--- config.mk ---
export PLATFORM = sky130hd
export DESIGN_NAME = algebraic_window_table
export DESIGN_NICKNAME = d
export VERILOG_FILES = /design/src/rtl/algebraic_window_table.sv
export SDC_FILE = /design/constraint.sdc
export NUM_CORES = 1
export LEC_CHECK = 0
export CAP_MARGIN = 20
export CORE_ASPECT_RATIO = 1.25
export CORE_UTILIZATION = 32
export DETAILED_ROUTE_END_ITERATION = 6
export PLACE_DENSITY = 0.53
export SETUP_SLACK_MARGIN = 0.4
export SKIP_CTS_REPAIR_TIMING = 1
export SLEW_MARGIN = 5
export SYNTH_ARGS = -nofsm -noshare
export SYNTH_HDL_FRONTEND = slang
export SYNTH_SLANG_ARGS = --single-unit
--- constraint.sdc ---
create_clock -name clk -period 6.9 [get_ports clk]
set_clock_uncertainty 0.1 [all_clocks]
set_input_delay 1.725 -clock clk [delete_from_list [all_inputs] [get_ports clk]]
set_output_delay 1.725 -clock clk [all_outputs]
set_load 0.02 [all_outputs]
--- src/rtl/algebraic_window_table.sv ---
// Per-pixel threshold window table: a coarse peak bin becomes a clamped
// [lo, hi] window around the bin centre, stored per pixel with a valid bit.
module algebraic_window_table #(
    parameter int NB = 8,
    parameter int NP = 16,
    parameter int PIXEL_NUM = 16,
    parameter int HALF_WIN = 1 << (NP - NB),
    localparam int PW = $clog2(PIXEL_NUM)
) (
    input  logic          clk,
    input  logic          res,
    input  logic          peak_valid,
    input  logic [NB-1:0] peak_ch,
    input  logic [PW-1:0] peak_pix,
    output logic          peak_ready,
    input  logic          frame_clr,
    input  logic          rd_en,
    input  logic [PW-1:0] rd_pix,
    output logic          rd_valid,
    output logic          rd_hit,
    output logic [NP-1:0] rd_th_minus,
    output logic [NP-1:0] rd_th_positive,
    output logic [NP-1:0] rd_delta,
    output logic [1:0]    rd_clip,
    output logic          all_done,
    output logic [PW:0]   pix_count
);

    typedef enum logic [1:0] {
        S_INIT,
        S_RUN,
        S_DONE
    } state_t;

    localparam logic [NP-1:0] HW = NP'(HALF_WIN);
    localparam logic [NP-1:0] MAXV = '1;
    localparam logic [NP-1:0] HALF_BIN = NP'(1) << (NP - NB - 1);
    localparam logic [PW:0] NPIX = (PW + 1)'(PIXEL_NUM);
    localparam logic [PW:0] NPIX_M1 = (PW + 1)'(PIXEL_NUM - 1);
    localparam logic [PW-1:0] LAST = PW'(PIXEL_NUM - 1);

    state_t state, state_nx;

    logic [PW-1:0] init_idx;
    logic          s1_v;
    logic [NP-1:0] s1_ch;
    logic [PW-1:0] s1_pix;
    logic [PIXEL_NUM-1:0] vbits;

    logic [NP-1:0] tm_q [PIXEL_NUM];
    logic [NP-1:0] tp_q [PIXEL_NUM];
    logic [NP-1:0] dl_q [PIXEL_NUM];
    logic [1:0]    cl_q [PIXEL_NUM];

    logic          accept;
    logic          clr;
    logic          wr_en;
    logic          new_pix;
    logic          rd_sel;
    logic [NP-1:0] ch_in;
    logic [NP-1:0] lo;
    logic [NP-1:0] hi;
    logic [NP-1:0] dl;
    logic [1:0]    clip;

    assign peak_ready = (state != S_INIT);
    assign all_done   = (state == S_DONE);

    assign accept  = peak_valid && peak_ready && ({1'b0, peak_pix} < NPIX);
    assign clr     = frame_clr && (state != S_INIT);
    assign wr_en   = s1_v && !clr;
    assign new_pix = wr_en && !vbits[s1_pix];
    assign ch_in   = {peak_ch, {(NP - NB){1'b0}}} + HALF_BIN;
    assign rd_sel  = rd_en && ({1'b0, rd_pix} < NPIX) && vbits[rd_pix];

    // Bounds are tested before subtracting/adding so nothing wraps.
    always_comb begin
        lo   = '0;
        hi   = HW + HW;
        clip = 2'b01;
        if (s1_ch <= HW) begin
            lo   = '0;
            hi   = HW + HW;
            clip = 2'b01;
        end else if (s1_ch >= MAXV - HW) begin
            lo   = MAXV - (HW + HW);
            hi   = MAXV;
            clip = 2'b10;
        end else begin
            lo   = s1_ch - HW;
            hi   = s1_ch + HW;
            clip = 2'b00;
        end
        dl = s1_ch - lo;
    end

    always_comb begin
        state_nx = state;
        unique case (state)
            S_INIT: if (init_idx == LAST) state_nx = S_RUN;
            S_RUN: begin
                if (!clr && new_pix && pix_count == NPIX_M1)
                    state_nx = S_DONE;
            end
            S_DONE: if (clr) state_nx = S_RUN;
            default: state_nx = S_INIT;
        endcase
    end

    always_ff @(posedge clk) begin
        if (!res) begin
            state     <= S_INIT;
            init_idx  <= '0;
            s1_v      <= 1'b0;
            s1_ch     <= '0;
            s1_pix    <= '0;
            vbits     <= '0;
            pix_count <= '0;
        end else begin
            state <= state_nx;
            if (state == S_INIT) init_idx <= init_idx + PW'(1);
            s1_v <= accept;
            if (accept) begin
                s1_ch  <= ch_in;
                s1_pix <= peak_pix;
            end
            if (clr) begin
                vbits     <= '0;
                pix_count <= '0;
            end else if (new_pix) begin
                vbits[s1_pix] <= 1'b1;
                pix_count     <= pix_count + (PW + 1)'(1);
            end
        end
    end

    always_ff @(posedge clk) begin
        if (res) begin
            if (state == S_INIT) begin
                tm_q[init_idx] <= '0;
                tp_q[init_idx] <= '0;
                dl_q[init_idx] <= '0;
                cl_q[init_idx] <= '0;
            end else if (wr_en) begin
                tm_q[s1_pix] <= lo;
                tp_q[s1_pix] <= hi;
                dl_q[s1_pix] <= dl;
                cl_q[s1_pix] <= clip;
            end
        end
    end

    always_ff @(posedge clk) begin
        if (!res) begin
            rd_valid       <= 1'b0;
            rd_hit         <= 1'b0;
            rd_th_minus    <= '0;
            rd_th_positive <= '0;
            rd_delta       <= '0;
            rd_clip        <= '0;
        end else begin
            rd_valid       <= rd_en;
            rd_hit         <= rd_sel;
            rd_th_minus    <= rd_sel ? tm_q[rd_pix] : '0;
            rd_th_positive <= rd_sel ? tp_q[rd_pix] : '0;
            rd_delta       <= rd_sel ? dl_q[rd_pix] : '0;
            rd_clip        <= rd_sel ? cl_q[rd_pix] : '0;
        end
    end

endmodule

Word-level counts from Yosys, hierarchy flattened --
Memory sizes are Yosys's and may differ from the RTL's. A register that Yosys moved wholly into a read port is not among the register bits. Index checks and enable logic that the tools add are counted.
Cells by class: $add $sub $neg 6, $lt $le $gt $ge 5, equality and inequality tests 7, mux-type cells 35, bitwise logic cells 2, reductions and logical operators 23
Operators by type and width (number):
- $mux 16 | 7
- $reduce_or 16->1 | 3
- $add 16x8->16 const B | 1
- $add 16x9->16 const B | 1
- $ge 16x16->1 const B | 1
- $le 16x9->1 const B | 1
- $mux 4 | 4
- $or 16x16->16 | 1
- $sub 16x16->16 | 1
- $sub 16x9->16 const B | 1
- $mux 1 | 14
- $mux 2 | 6
- $lt 4x5->1 const B | 2
- $bmux 1 s4 | 2
- $logic_and 1x1->1 | 8
- $logic_not 1->1 | 6
- $pmux 2 s3 | 1
- $add 5x1->5 const B | 1
- $eq 5x4->1 const B | 1
- $add 4x1->4 const B | 1
- $demux 1 s4 | 1
- $eq 4x4->1 const B | 1
- $ge 4x1->1 const B | 1
- $ne 2x2->1 const B | 2
- other kinds (9) | 10
Word-level totals: register bits 50, bits in writable memories 800, output and inout bits 59, logic and storage cells 91, memories kept 4
Memory list:
- dl_q | depth 16, bits a word 16, read ports 1, clocked after memory_dff 1, wr ports 1, RTL line 52 | logic [NP-1:0] dl_q [PIXEL_NUM];
- tm_q | depth 16, bits a word 16, read ports 1, clocked after memory_dff 1, wr ports 1, RTL line 50 | logic [NP-1:0] tm_q [PIXEL_NUM];
- tp_q | depth 16, bits a word 16, read ports 1, clocked after memory_dff 1, wr ports 1, RTL line 51 | logic [NP-1:0] tp_q [PIXEL_NUM];
- cl_q | depth 16, bits a word 2, read ports 1, clocked after memory_dff 1, wr ports 1, RTL line 53 | logic [1:0] cl_q [PIXEL_NUM];

Longest topological paths before layout --
depth after elaboration 10, mapped depth 10, depth with buffers taken out 10

Least setup slack after synthesis --
No wires, ideal clock.
path type input -> register, start point input res, end point memory cl_q[0][0] (enable), arrival 3746 ps, data required time 6389 ps, setup slack 2643 ps, stages 5, buffers on the path 1, cells stage by stage clkbuf_1 nand3b_1 o21ai_0 nand4_1 nor2_1
Between the ends: cells in the longest elaborated chain, start to end 4, elaborated cells on any way between the ends 7
RTL lines:
- start: declaration | RTL line 11 | input logic res,
- $mux 1 | RTL line 138 | if (res) begin
- $mux 1 (implied by the code) | RTL line 148 | cl_q[s1_pix] <= clip;
- $reduce_or 2->1 (no line)
- $mux 4 (no line) / $mux 1 (equally long branches)
- end: declaration | RTL line 53
Parallel ways exist; a longest one is shown, timed or not.

Final worst setup path --
start point register state[1], end point output peak_ready
Between the ends: cells in the longest elaborated chain, start to end 1
RTL lines:
- start: declaration | RTL line 42 | state_t state, state_nx;
- start signal: assignment | RTL line 120 | state <= state_nx;
- $reduce_bool 2->1 | RTL line 66 | assign peak_ready = (state != S_INIT);
- end: declaration | RTL line 15 | output logic peak_ready,
Every way passes these cells.

==> impl_metrics.ini <==
[synth]
synth_edf_count = 432
synthSimpleGateAreaFrac_pct = 5.113
synth_top_area_share_pct = 64.25
synthAdderAreaFrac_pct = 0.8057
ys.flop_type = edfxtp_1
synth_top_family_by_area = multiplexers
postSynthCellCount = 1080
ys_ff_latch = 502
synth_xor_area_share_pct = 0.5640
synth_area_leaders = edfxtp_1 64%, mux4_2 16%, dfxtp_1 6.9%
synth_cell_types = 58
synthArstFlopShare_pct = 0
synth_area_per_cell_um2 = 18.69
synth_warnings = 0
yosys.area.top_type = edfxtp_1
synth_area_um2 = 20190
ys_seq_area_share_pct = 71.19
synth-compound-area-share_pct = 2.981
synth_mux_area_share_pct = 16.63

[layout]
area.growth.synth_to_final_pct = 16.92
nNetsFinal = 1194
fillCellCount = 5705
drive_gt1_share_pct = 23.28
diodes = 0

[worst_setup_path]
crit_slowest_cell = nor2_1
required_ns = 5.08
path_buf_inv = 2
end_kind = primary output
crit_family = buffers and inverters
cp_max_fo = 13
critPathKind = flip-flop to primary output
cp.arrival_ns = 2.63
crit_chain = nor2_1, inv_1, clkdlybuf4s50_1
critPathLaunchType = flip-flop
cp-startpoint = state[1]
slowest_delay_ns = 0.65
timing.rr.start = s1_ch[8]

[timing]
final.period_utilization_pct = 64.62
slew_headroom_pct = 29.71
slew_viol_final = 0
setup_tns_ns = 0
worst_slack_ns = 2.441
setup_viol = 0
worst_slew_pin_slew_ns = 1.052
hold_viol = 0
rsz0062_at_grt = no
fmax_ghz = 0.2243
period_minus_slack_ns = 4.459

[die]
start_util_pct = 32.48
dieArea_um2 = 64110
die_h_um = 282.8
rows = 102
dieWidth_um = 226.7
ioPinCount = 80
core_area_um2 = 62150

[worst_hold_path]
min_path_type = flip-flop to flip-flop
min-delay-start = vbits[5]

[placement]
gp_congestion = 0.7995
dpl.hpwl_um = 28760
portBuffers = 73
post-place-ws_ns = 1.853

[cts]
insertion_delay_ns = 0.59
cts_buffers = 51
cts_buffer_depth = 3
htree_levels = 2
cts_tree = yes
ctsRootBufferMaster = clkbuf_16
path_clk_slew_ns = 0.06
clock-sinks = 502

[global_route]
grt-ovfl-total = 0
grt_pass1_wl_um = 71010
antenna_found_initial = 2
grt_usage_pct = 15.20
grt_max_degree = 74
first_global_vias = 10660

[outcome]
status = finished, final reports clean

[detailed_routing]
routedWlPerCell_um = 23.44
ant_nets = 0
drt_iter0_drc = 759
vias = 10180
drt_first_pass_iters = 5
route.detailed.drc = 0
wirelength_um = 47710
via_per_inst = 5.004

[flow_run]
drv_cap = 0

[power]
ir_worst_vdd_mv = 0.1952
power.leakage_uw = 0.007430
p_total_uw = 6300
p_per_area_nw_per_um2 = 266.9
==> synth_stat cells (all sizes together) (4+ instances only) <==
library cell	count
or3	4
nor3	17
buf	47
o21ai	8
nand2	53
nand4	6
mux4	143
a41oi	16
and4	4
inv	14
mux2i	8
o21a	6
ha	13
edfxtp	432
a211oi	5
clkbuf	39
nand3	9
xnor2	10
dfxtp	70
nor2b	8
a21oi	23
nor2	60
mux2	5
and2	4
and3	32
==> metrics by stage <==
stage               util, %  std cells  hold slack, ns  instance area (µm²)
CTS                   37.92       2030          0.4065                23570
finish                37.98       2035          0.4003                23610
global placement      35.09       1928          0.3734                21810
detailed placement    35.24       1934          0.3920                21900
global route          37.98       2035          0.4365                23610
floorplan                 -       1085          0.3516                20210
==> routing by layer <==
metal	track usage (%)	vias to the layer above	part of all wire [%]
li1	-	4520	-
met1	19.72	5389	43
met4	4.401	0	2.3
met3	2.205	65	3.6
met5	0	-	0
met2	26.33	209	51
==> logic make-up after synthesis <==
group | count (synthesis)
compound gates | 85
xor+xnor | 13
fa+ha+maj | 13
buf+inv | 100
flops | 502
mux | 156
other cells | 1
simple gates | 210
==> worst min-delay path, cell delays in order (launching register included) <==
cell and delay (ns):
dfxtp_1 0.34, a41oi_1 0.05, nor2_1 0.08
==> sequential cells by signal, indices dropped and copies added (netlist names) <==
register / cells
tp_q: 157
dl_q: 145
tm_q: 114
cl_q: 16
vbits: 16
rd_th_minus: 10
rd_delta: 9
s1_ch: 9
rd_th_positive: 7
pix_count: 5
init_idx: 4
s1_pix: 4
state: 2
rd_clip: 1
rd_hit: 1
rd_valid: 1
s1_v: 1
==> layout make-up <==
cell class	instances	area (µm²)	area share, %
Timing Repair Buffer	108	1055	4.468
Tap cell	832	1041	4.410
Sequential cell	502	14370	60.89
Clock buffer	70	1399	5.926
Inverter	14	52.55	0.2226
Multi-Input combinational cell	483	5416	22.95
Clock inverter	26	267.8	1.134
==> power breakdown <==
part | leakage (µW) | switching (µW) | internal (µW)
clock network | 0.000810 | 1160 | 1610
logic | 0.00218 | 129 | 104
registers | 0.00444 | 9.49 | 3290
==> cells in the final DEF (no fill, tap or decap), types with 15 or more instances in the layout <==
master           Yosys  final
a21oi_1             23     23
a41oi_1             16     16
and3_1              32     32
buf_4               23     29
clkbuf_1            39     15
clkbuf_16            0     52
clkdlybuf4s50_1      0     69
dfxtp_1             70     70
edfxtp_1           432    432
mux4_2             143    143
nand2_1             53     53
nor2_1              60     44
nor2_4               0     16
nor3_1              17     17
==> final timing paths <==
check                           slack [ns]  cells past startpoint          end
worst max register to register        2.96                      9  dl_q[8][15]
worst max-delay path                  2.44                      3   peak_ready
worst min register to register        0.40                      2     vbits[5]
worst min-delay path                  0.40                      2     vbits[5]
Power figures use the tool's default switching activity.
